--- config.mk ---
export PLATFORM = sky130hd
export DESIGN_NAME = instr_loader
export DESIGN_NICKNAME = d
export VERILOG_FILES = /design/src/rtl/instr_loader.sv
export SDC_FILE = /design/constraint.sdc
export NUM_CORES = 1
export LEC_CHECK = 0
export CAP_MARGIN = 20
export CORE_UTILIZATION = 45
export CTS_CLUSTER_SIZE = 24
export DETAILED_ROUTE_END_ITERATION = 6
export PLACE_DENSITY = 0.64
export SYNTH_ARGS = -nofsm -noshare
export SYNTH_HDL_FRONTEND = slang
export SYNTH_SLANG_ARGS = --single-unit
--- constraint.sdc ---
create_clock -name clk -period 5.66 [get_ports clk]
set_clock_uncertainty 0.1 [all_clocks]
set_input_delay 1.698 -clock clk [delete_from_list [all_inputs] [get_ports clk]]
set_output_delay 1.698 -clock clk [all_outputs]
set_load 0.01 [all_outputs]
--- src/rtl/instr_loader.sv ---
// instr_loader: fills the byte-addressed instruction memory from a
// length-prefixed byte stream and holds the core in reset while loading.
module instr_loader #(
    parameter int unsigned MEM_BYTES = 1024,
    parameter int unsigned ADDR_W    = 10
) (
    input  logic              clk,
    input  logic              rst,
    input  logic              start,
    input  logic [7:0]        rx_data,
    input  logic              rx_valid,
    output logic              rx_ready,
    output logic              mem_we,
    output logic [ADDR_W-1:0] mem_addr,
    output logic [7:0]        mem_wdata,
    output logic              core_rst,
    output logic              load_done,
    output logic              load_err
);

    typedef enum logic [2:0] {
        IDLE,
        HDR,
        DATA,
        DONE,
        ERR
    } state_t;

    state_t            state, state_nxt;
    logic [1:0]        hdr_cnt;
    logic [31:0]       len;
    logic [ADDR_W-1:0] byte_cnt;
    logic              accept;
    logic [31:0]       hdr_len;
    logic              last_byte;

    assign accept    = rx_valid && rx_ready;
    // Full length as it stands once the 4th header byte arrives.
    assign hdr_len   = {rx_data, len[23:0]};
    assign last_byte = ({{(32-ADDR_W){1'b0}}, byte_cnt} == (len - 32'd1));

    // Status outputs decode straight from the state register.
    always_comb begin
        rx_ready  = (state == HDR) || (state == DATA);
        core_rst  = (state != DONE);
        load_done = (state == DONE);
        load_err  = (state == ERR);
    end

    // State register.
    always_ff @(posedge clk or posedge rst) begin
        if (rst) state <= IDLE;
        else     state <= state_nxt;
    end

    // Next-state logic; start is only honoured outside HDR/DATA.
    always_comb begin
        state_nxt = state;
        unique case (state)
            IDLE: if (start) state_nxt = HDR;
            HDR: begin
                if (accept && hdr_cnt == 2'd3) begin
                    if (hdr_len == 32'd0)               state_nxt = DONE;
                    else if (hdr_len > 32'(MEM_BYTES))  state_nxt = ERR;
                    else                                state_nxt = DATA;
                end
            end
            DATA: if (accept && last_byte) state_nxt = DONE;
            DONE: if (start) state_nxt = HDR;
            ERR:  if (start) state_nxt = HDR;
            default: state_nxt = IDLE;
        endcase
    end

    // Header capture, byte counter and the one-cycle-delayed memory write.
    always_ff @(posedge clk or posedge rst) begin
        if (rst) begin
            hdr_cnt   <= '0;
            len       <= '0;
            byte_cnt  <= '0;
            mem_we    <= 1'b0;
            mem_addr  <= '0;
            mem_wdata <= '0;
        end else begin
            mem_we <= 1'b0;
            if ((state == IDLE || state == DONE || state == ERR) && start) begin
                hdr_cnt <= '0;
            end
            if (state == HDR && accept) begin
                len[{hdr_cnt, 3'b000} +: 8] <= rx_data;
                hdr_cnt                     <= hdr_cnt + 2'd1;
                byte_cnt                    <= '0;
            end
            if (state == DATA && accept) begin
                mem_we    <= 1'b1;
                mem_addr  <= byte_cnt;
                mem_wdata <= rx_data;
                // Hold on the final byte so L == MEM_BYTES never wraps the counter.
                if (!last_byte) byte_cnt <= byte_cnt + 1'b1;
            end
        end
    end

endmodule

# [Word-level counts from Yosys, hierarchy flattened]
# Cells that the tools add are included.
[word_totals] reg_bits=66 inputBits=12 output_inout_bits=23 word_cells=51
[op_classes] n_addsub=4 magnitude_cmp=1 n_eq_ne=10 shift=2 muxes=13 n_reduce_logical=14
[op_table] cell="bitwise mux 32 bit" n=1
[op_table] cell="== test 10 x 32 -> 1 bit" n=1
[op_table] cell="greater-than comparator 32 x 11 -> 1 bit, second input constant" n=1
[op_table] cell="zero test 32 bit" n=1
[op_table] cell="variable shift 8 x 7 -> 32 bit, first input constant" n=1
[op_table] cell="variable part select 8 x 7 -> 32 bit" n=1
[op_table] cell="subtractor 32 x 1 -> 32 bit, second input constant" n=1
[op_table] cell="2-to-1 mux 10 bit" n=3
[op_table] cell="2-to-1 mux 3 bit" n=5
[op_table] cell="adder 10 x 1 -> 10 bit, second input constant" n=1
[op_table] cell="one-hot mux 3 bit (3 select lines)" n=1
[op_table] cell="negation 5 -> 7 bit" n=1
[op_table] cell="== test 3 x 2 -> 1 bit, second input constant" n=2
[op_table] cell="logical AND 1 bit" n=6
[op_table] cell="2-to-1 mux 2 bit" n=2
[op_table] cell="!= test 2 bit, second input constant" n=2
[op_table] cell="== test 3 x 1 -> 1 bit, second input constant" n=1
[op_table] cell="== test 3 bit, second input constant" n=1
[op_table] cell="zero test 3 bit" n=1
[op_table] cell="logical OR 1 bit" n=3
[op_table] cell="!= test 3 x 2 -> 1 bit, second input constant" n=1
[op_table] cell="AND reduction 3 bit" n=1
[op_table] cell="OR reduction 3 bit" n=1
[op_table] cell="adder 2 x 1 -> 2 bit, second input constant" n=1
[op_table] cell="other kinds (4)" n=4

# [Depth between registers and ports, before layout]
[depth] word_depth=7 mapped_depth=12 depth_no_buf=10

# [Least setup slack after synthesis]
# No wires, ideal clock.
[synth_timing] path_kind="input to register" from="in rx_valid" to="reg mem_wdata[0]" setup_time_ns=0.125 arrival_time_ns=3.239 t_required_ns=5.435 setup_slack_ns=2.196 cell_stages=7 path_cell_list="nor2b_1 > nand2_1 > or2_2 > clkbuf_1 > inv_2 > buf_1 > mux2_2"
[synth_via] elab_chain_cells=2
[synth_lines] item="from (decl)" line_no="11" text="input logic rx_valid,"
[synth_lines] item="logical AND 1 bit" line_no="37" text="assign accept = rx_valid && rx_ready;"
[synth_lines] item="logical AND 1 bit" line_no="94" text="if (state == DATA && accept) begin"
[synth_lines] item="to (signal assigned)" line_no="97" text="mem_wdata <= rx_data;"
[synth_lines] item="to (decl)" line_no="15" text="output logic [7:0] mem_wdata,"
# No other way between the ends.
# A chain may end at the register's enable or synchronous reset.

# [Worst setup path after layout]
[layout_timing] from="reg state[0]" to="out rx_ready"
[layout_via] elab_chain_cells=2 word_cells_on_any_way=3 cone_classes="2 x eq/ne; 1 x reduce/logical"
[layout_lines] item="from (decl)" line_no="29" text="state_t state, state_nxt;"
[layout_lines] item="from (signal assigned)" line_no="53" text="else state <= state_nxt;"
[layout_lines] item="== test 3 x 1 -> 1 bit / == test 3 x 2 -> 1 bit (equally long branches)" line_no="44" text="rx_ready = (state == HDR) || (state == DATA);"
[layout_lines] item="logical OR 1 bit *" line_no="44"
[layout_lines] item="to (decl)" line_no="12" text="output logic rx_ready,"
# Every way passes the cells marked *; elsewhere a longest branch is shown, timed or not.

==> flow_metrics.py <==
metrics = {
    "run_status": {
        "status": "finished, final reports clean",
    },
    "worst_setup_path": {
        "r2r.worst_path.cells": 10,
        "crit_end": "rx_ready",
        "r2r_end": "byte_cnt[4]",
        "crit_type": "reg2out",
        "reg2reg_slack_ns": 2.31,
        "start_kind": "flop",
        "crit_fanout": 13,
        "worstPathRequired_ns": 3.86,
        "crit_slowest_cell": "clkdlybuf4s50_1",
        "slowest_delay_ns": 0.55,
        "end_kind": "output port",
        "cp.arrival_ns": 1.71,
        "r2r_start": "len[0]",
        "cp_cell_sequence": "xnor2_1 > nor2_1 > clkdlybuf4s50_1",
        "crit_start": "state[0]",
    },
    "final_layout": {
        "multi_input_area_um2": 1894,
        "n_antenna_cell": 0,
        "area_growth_pct": 16.20,
        "fillers": 720,
        "nNetsFinal": 446,
        "layout-drive-gt1-share_pct": 11.63,
        "final-seq-area_um2": 1652,
    },
    "logic_synthesis": {
        "async_flop_share_pct": 100.0,
        "synth_seq_cells": 66,
        "ys_warn_count": 0,
        "synth_edf_count": 0,
        "synth_cell_types": 56,
        "synthCells": 397,
        "synth_top_family_by_area": "simple AND/OR/NAND/NOR gates",
        "ys.flop_type": "dfrtp_1",
        "synthXorXnorAreaFrac_pct": 3.328,
        "syn_area_um2": 3685,
        "syn_area_per_cell_um2": 9.282,
        "muxShareOfSynthArea_pct": 7.946,
        "synth-simple-area-share_pct": 25.67,
        "synth_compound_area_share_pct": 11.75,
        "synth_fa_ha_area_share_pct": 2.716,
        "yosysSeqAreaShare_pct": 44.82,
        "syn_nets": 417,
    },
    "routing": {
        "wl_per_cell_um": 16.42,
        "wl_mm": 8.736,
        "drc": 0,
        "drtPass1Iterations": 5,
        "vias": 2976,
        "drt_iter0_drc": 152,
        "via_per_inst": 5.594,
        "ant_nets": 0,
    },
    "clocking": {
        "cts.sinks": 66,
        "cts-resized-gates": 0,
        "cts.path.max_buffers": 2,
        "cts_tree": "yes",
        "cts-buffers-inserted": 9,
        "htreeDepth": 3,
        "cts_setup_buffers": 0,
        "path_clk_slew_ns": 0.06,
        "clk_latency_ns": 0.35,
        "root_buffer": "clkbuf_8",
        "postCtsHoldBufs": 0,
    },
    "floorplan": {
        "die_w_um": 92.49,
        "initial_core_util_pct": 47.20,
        "num_io_pins": 35,
        "die_h_um": 92.49,
        "core.rowCount": 32,
        "core_um2": 7807,
        "dieArea_um2": 8554,
    },
    "pwr": {
        "p_total_uw": 2297,
        "switching_share_pct": 43.75,
        "combinationalPowerShare_pct": 50.0,
        "clkPwrFrac_pct": 18.1,
        "p_int_uw": 1292,
        "ir_drop_mv": 0.2388,
        "power.switching_uw": 1005,
        "leakagePower_uw": 0.001861,
        "powerDensity_nw_per_um2": 536.4,
        "seqPwrFrac_pct": 31.8,
    },
    "timing": {
        "fin_setup_tns_ns": 0,
        "period_share_pct": 61.93,
        "max_freq_mhz": 285.3,
        "rsz0062_at_grt": "no",
        "fin_hold_ws_ns": 0.3837,
        "slew_headroom_pct": 40.79,
        "drv_slew": 0,
        "setup_viol": 0,
        "finalHoldViolCount": 0,
        "period_needed_ns": 3.505,
        "tightest_slew_ns": 0.8862,
    },
    "hold_path": {
        "hold_class": "reg2reg",
    },
    "global_route": {
        "grt_max_degree": 40,
        "grt_pass1_wl_mm": 14.87,
        "track_usage_pct": 22.54,
        "antenna_found_initial": 0,
        "overflow": 0,
        "grt_pass1_vias": 2832,
    },
    "placement": {
        "routabilityCongestion": 0.8204,
        "dp_hpwl_mm": 6.268,
        "port-buffer-count": 34,
    },
    "run": {
        "maxCapViolations": 0,
    },
}
-- area by class of cell --
cell class              count  share of cell area (%)
repair buffers             36                   8.299
flip-flops and latches     66                   38.57
multi-input cells         300                   44.24
clock inverters             2                  0.8182
inverters                  13                   1.140
well taps                 102                   2.981
clock buffers              13                   3.945
-- cell families (layout without fill, tap and decap cells) --
logic type,after synthesis,count (layout)
AND/OR/NAND/NOR,184,184
AO/OA/AOI/OAI,67,67
flip-flops,66,66
buffers and inverters,31,64
multiplexers,27,27
XOR/XNOR,14,14
adder cells (fa/ha/maj),8,8
-- how the worst min path moves through the flow --
stage | start | end | slack [ns] | cells after the start
floorplan | state[2] | state[1] | 0.34 | 1
global placement | len[25] | len[25] | 0.36 | 2
detailed placement | len[25] | len[25] | 0.37 | 2
CTS | state[2] | state[1] | 0.38 | 1
global route | state[2] | state[1] | 0.41 | 1
finish | state[2] | state[1] | 0.38 | 1
-- registers in the layout, summed over array words and instances (netlist names) --
register   cells
len           32
byte_cnt      10
mem_addr      10
mem_wdata      8
state          3
hdr_cnt        2
mem_we         1
-- worst max-delay path, delay by kind of cell, from the launching register on --
kind                   cells  cell delay [ns]
flip-flops                 1             0.52
buffers and inverters      1             0.55
XOR/XNOR                   1             0.20
AND/OR/NAND/NOR            1             0.10
-- cell usage in the layout, fill, tap and decap left out, types with 11 or more instances in the layout --
cell type	count
nand2_1	91
dfrtp_1	66
o21ai_0	35
clkdlybuf4s50_1	34
mux2_2	18
nand4_1	16
nor2_1	14
nor3_1	12
clkbuf_8	12
inv_1	11
-- cell usage after synthesis, types with 2 or more instances --
master / count / area (µm²)
nor3b_1: 4 / 30.03
a31oi_1: 2 / 12.51
or4_4: 2 / 22.52
or2_2: 3 / 18.77
xor2_1: 8 / 70.07
o211ai_1: 2 / 15.01
o22ai_1: 2 / 12.51
o21ai_0: 35 / 175.2
nand3_1: 9 / 45.04
dfrtp_1: 66 / 1652
buf_6: 2 / 22.52
mux2_2: 18 / 202.7
nand2_1: 91 / 341.6
nor4_4: 3 / 63.81
ha_1: 8 / 100.1
a21oi_1: 9 / 45.04
nand4_1: 16 / 100.1
buf_2: 5 / 25.02
nor3_1: 12 / 60.06
and3_1: 4 / 25.02
mux2i_1: 9 / 90.09
nor4_1: 9 / 56.30
nor2_1: 14 / 52.55
a31o_1: 2 / 17.52
a211oi_1: 2 / 15.01
nand3b_1: 2 / 15.01
inv_1: 12 / 45.04
buf_1: 2 / 7.510
o32ai_1: 2 / 17.52
xnor2_1: 6 / 52.55
nor2b_1: 4 / 25.02
clkbuf_1: 8 / 30.03
-- through the flow --
stage	utilization (%)	instances	cell area, µm²	worst slack [ns]
global route	54.84	532	4282	2.043
floorplan	-	397	3685	2.196
global placement	52.23	517	4078	1.922
CTS	54.84	532	4282	2.146
finish	54.84	532	4282	2.155
detailed placement	52.23	517	4078	1.891
-- power groups by stage --
stage | Combinational (µW) | Sequential [µW] | Clock (µW)
finish | 1150 | 732 | 416
CTS | 1140 | 729 | 421
global placement | 1110 | 735 | 0
detailed placement | 1140 | 738 | 0
floorplan | 942 | 668 | 0
global route | 1280 | 752 | 442
-- metal layers --
metal / wire, µm / track usage [%] / share of wire [%]
met1: 4322 / 32.56 / 49
met2: 3866 / 33.70 / 44
met3: 418 / 4.844 / 4.8
met4: 129 / 7.031 / 1.5
met5: 0 / 0 / 0
(Power assumes the default switching activity.)
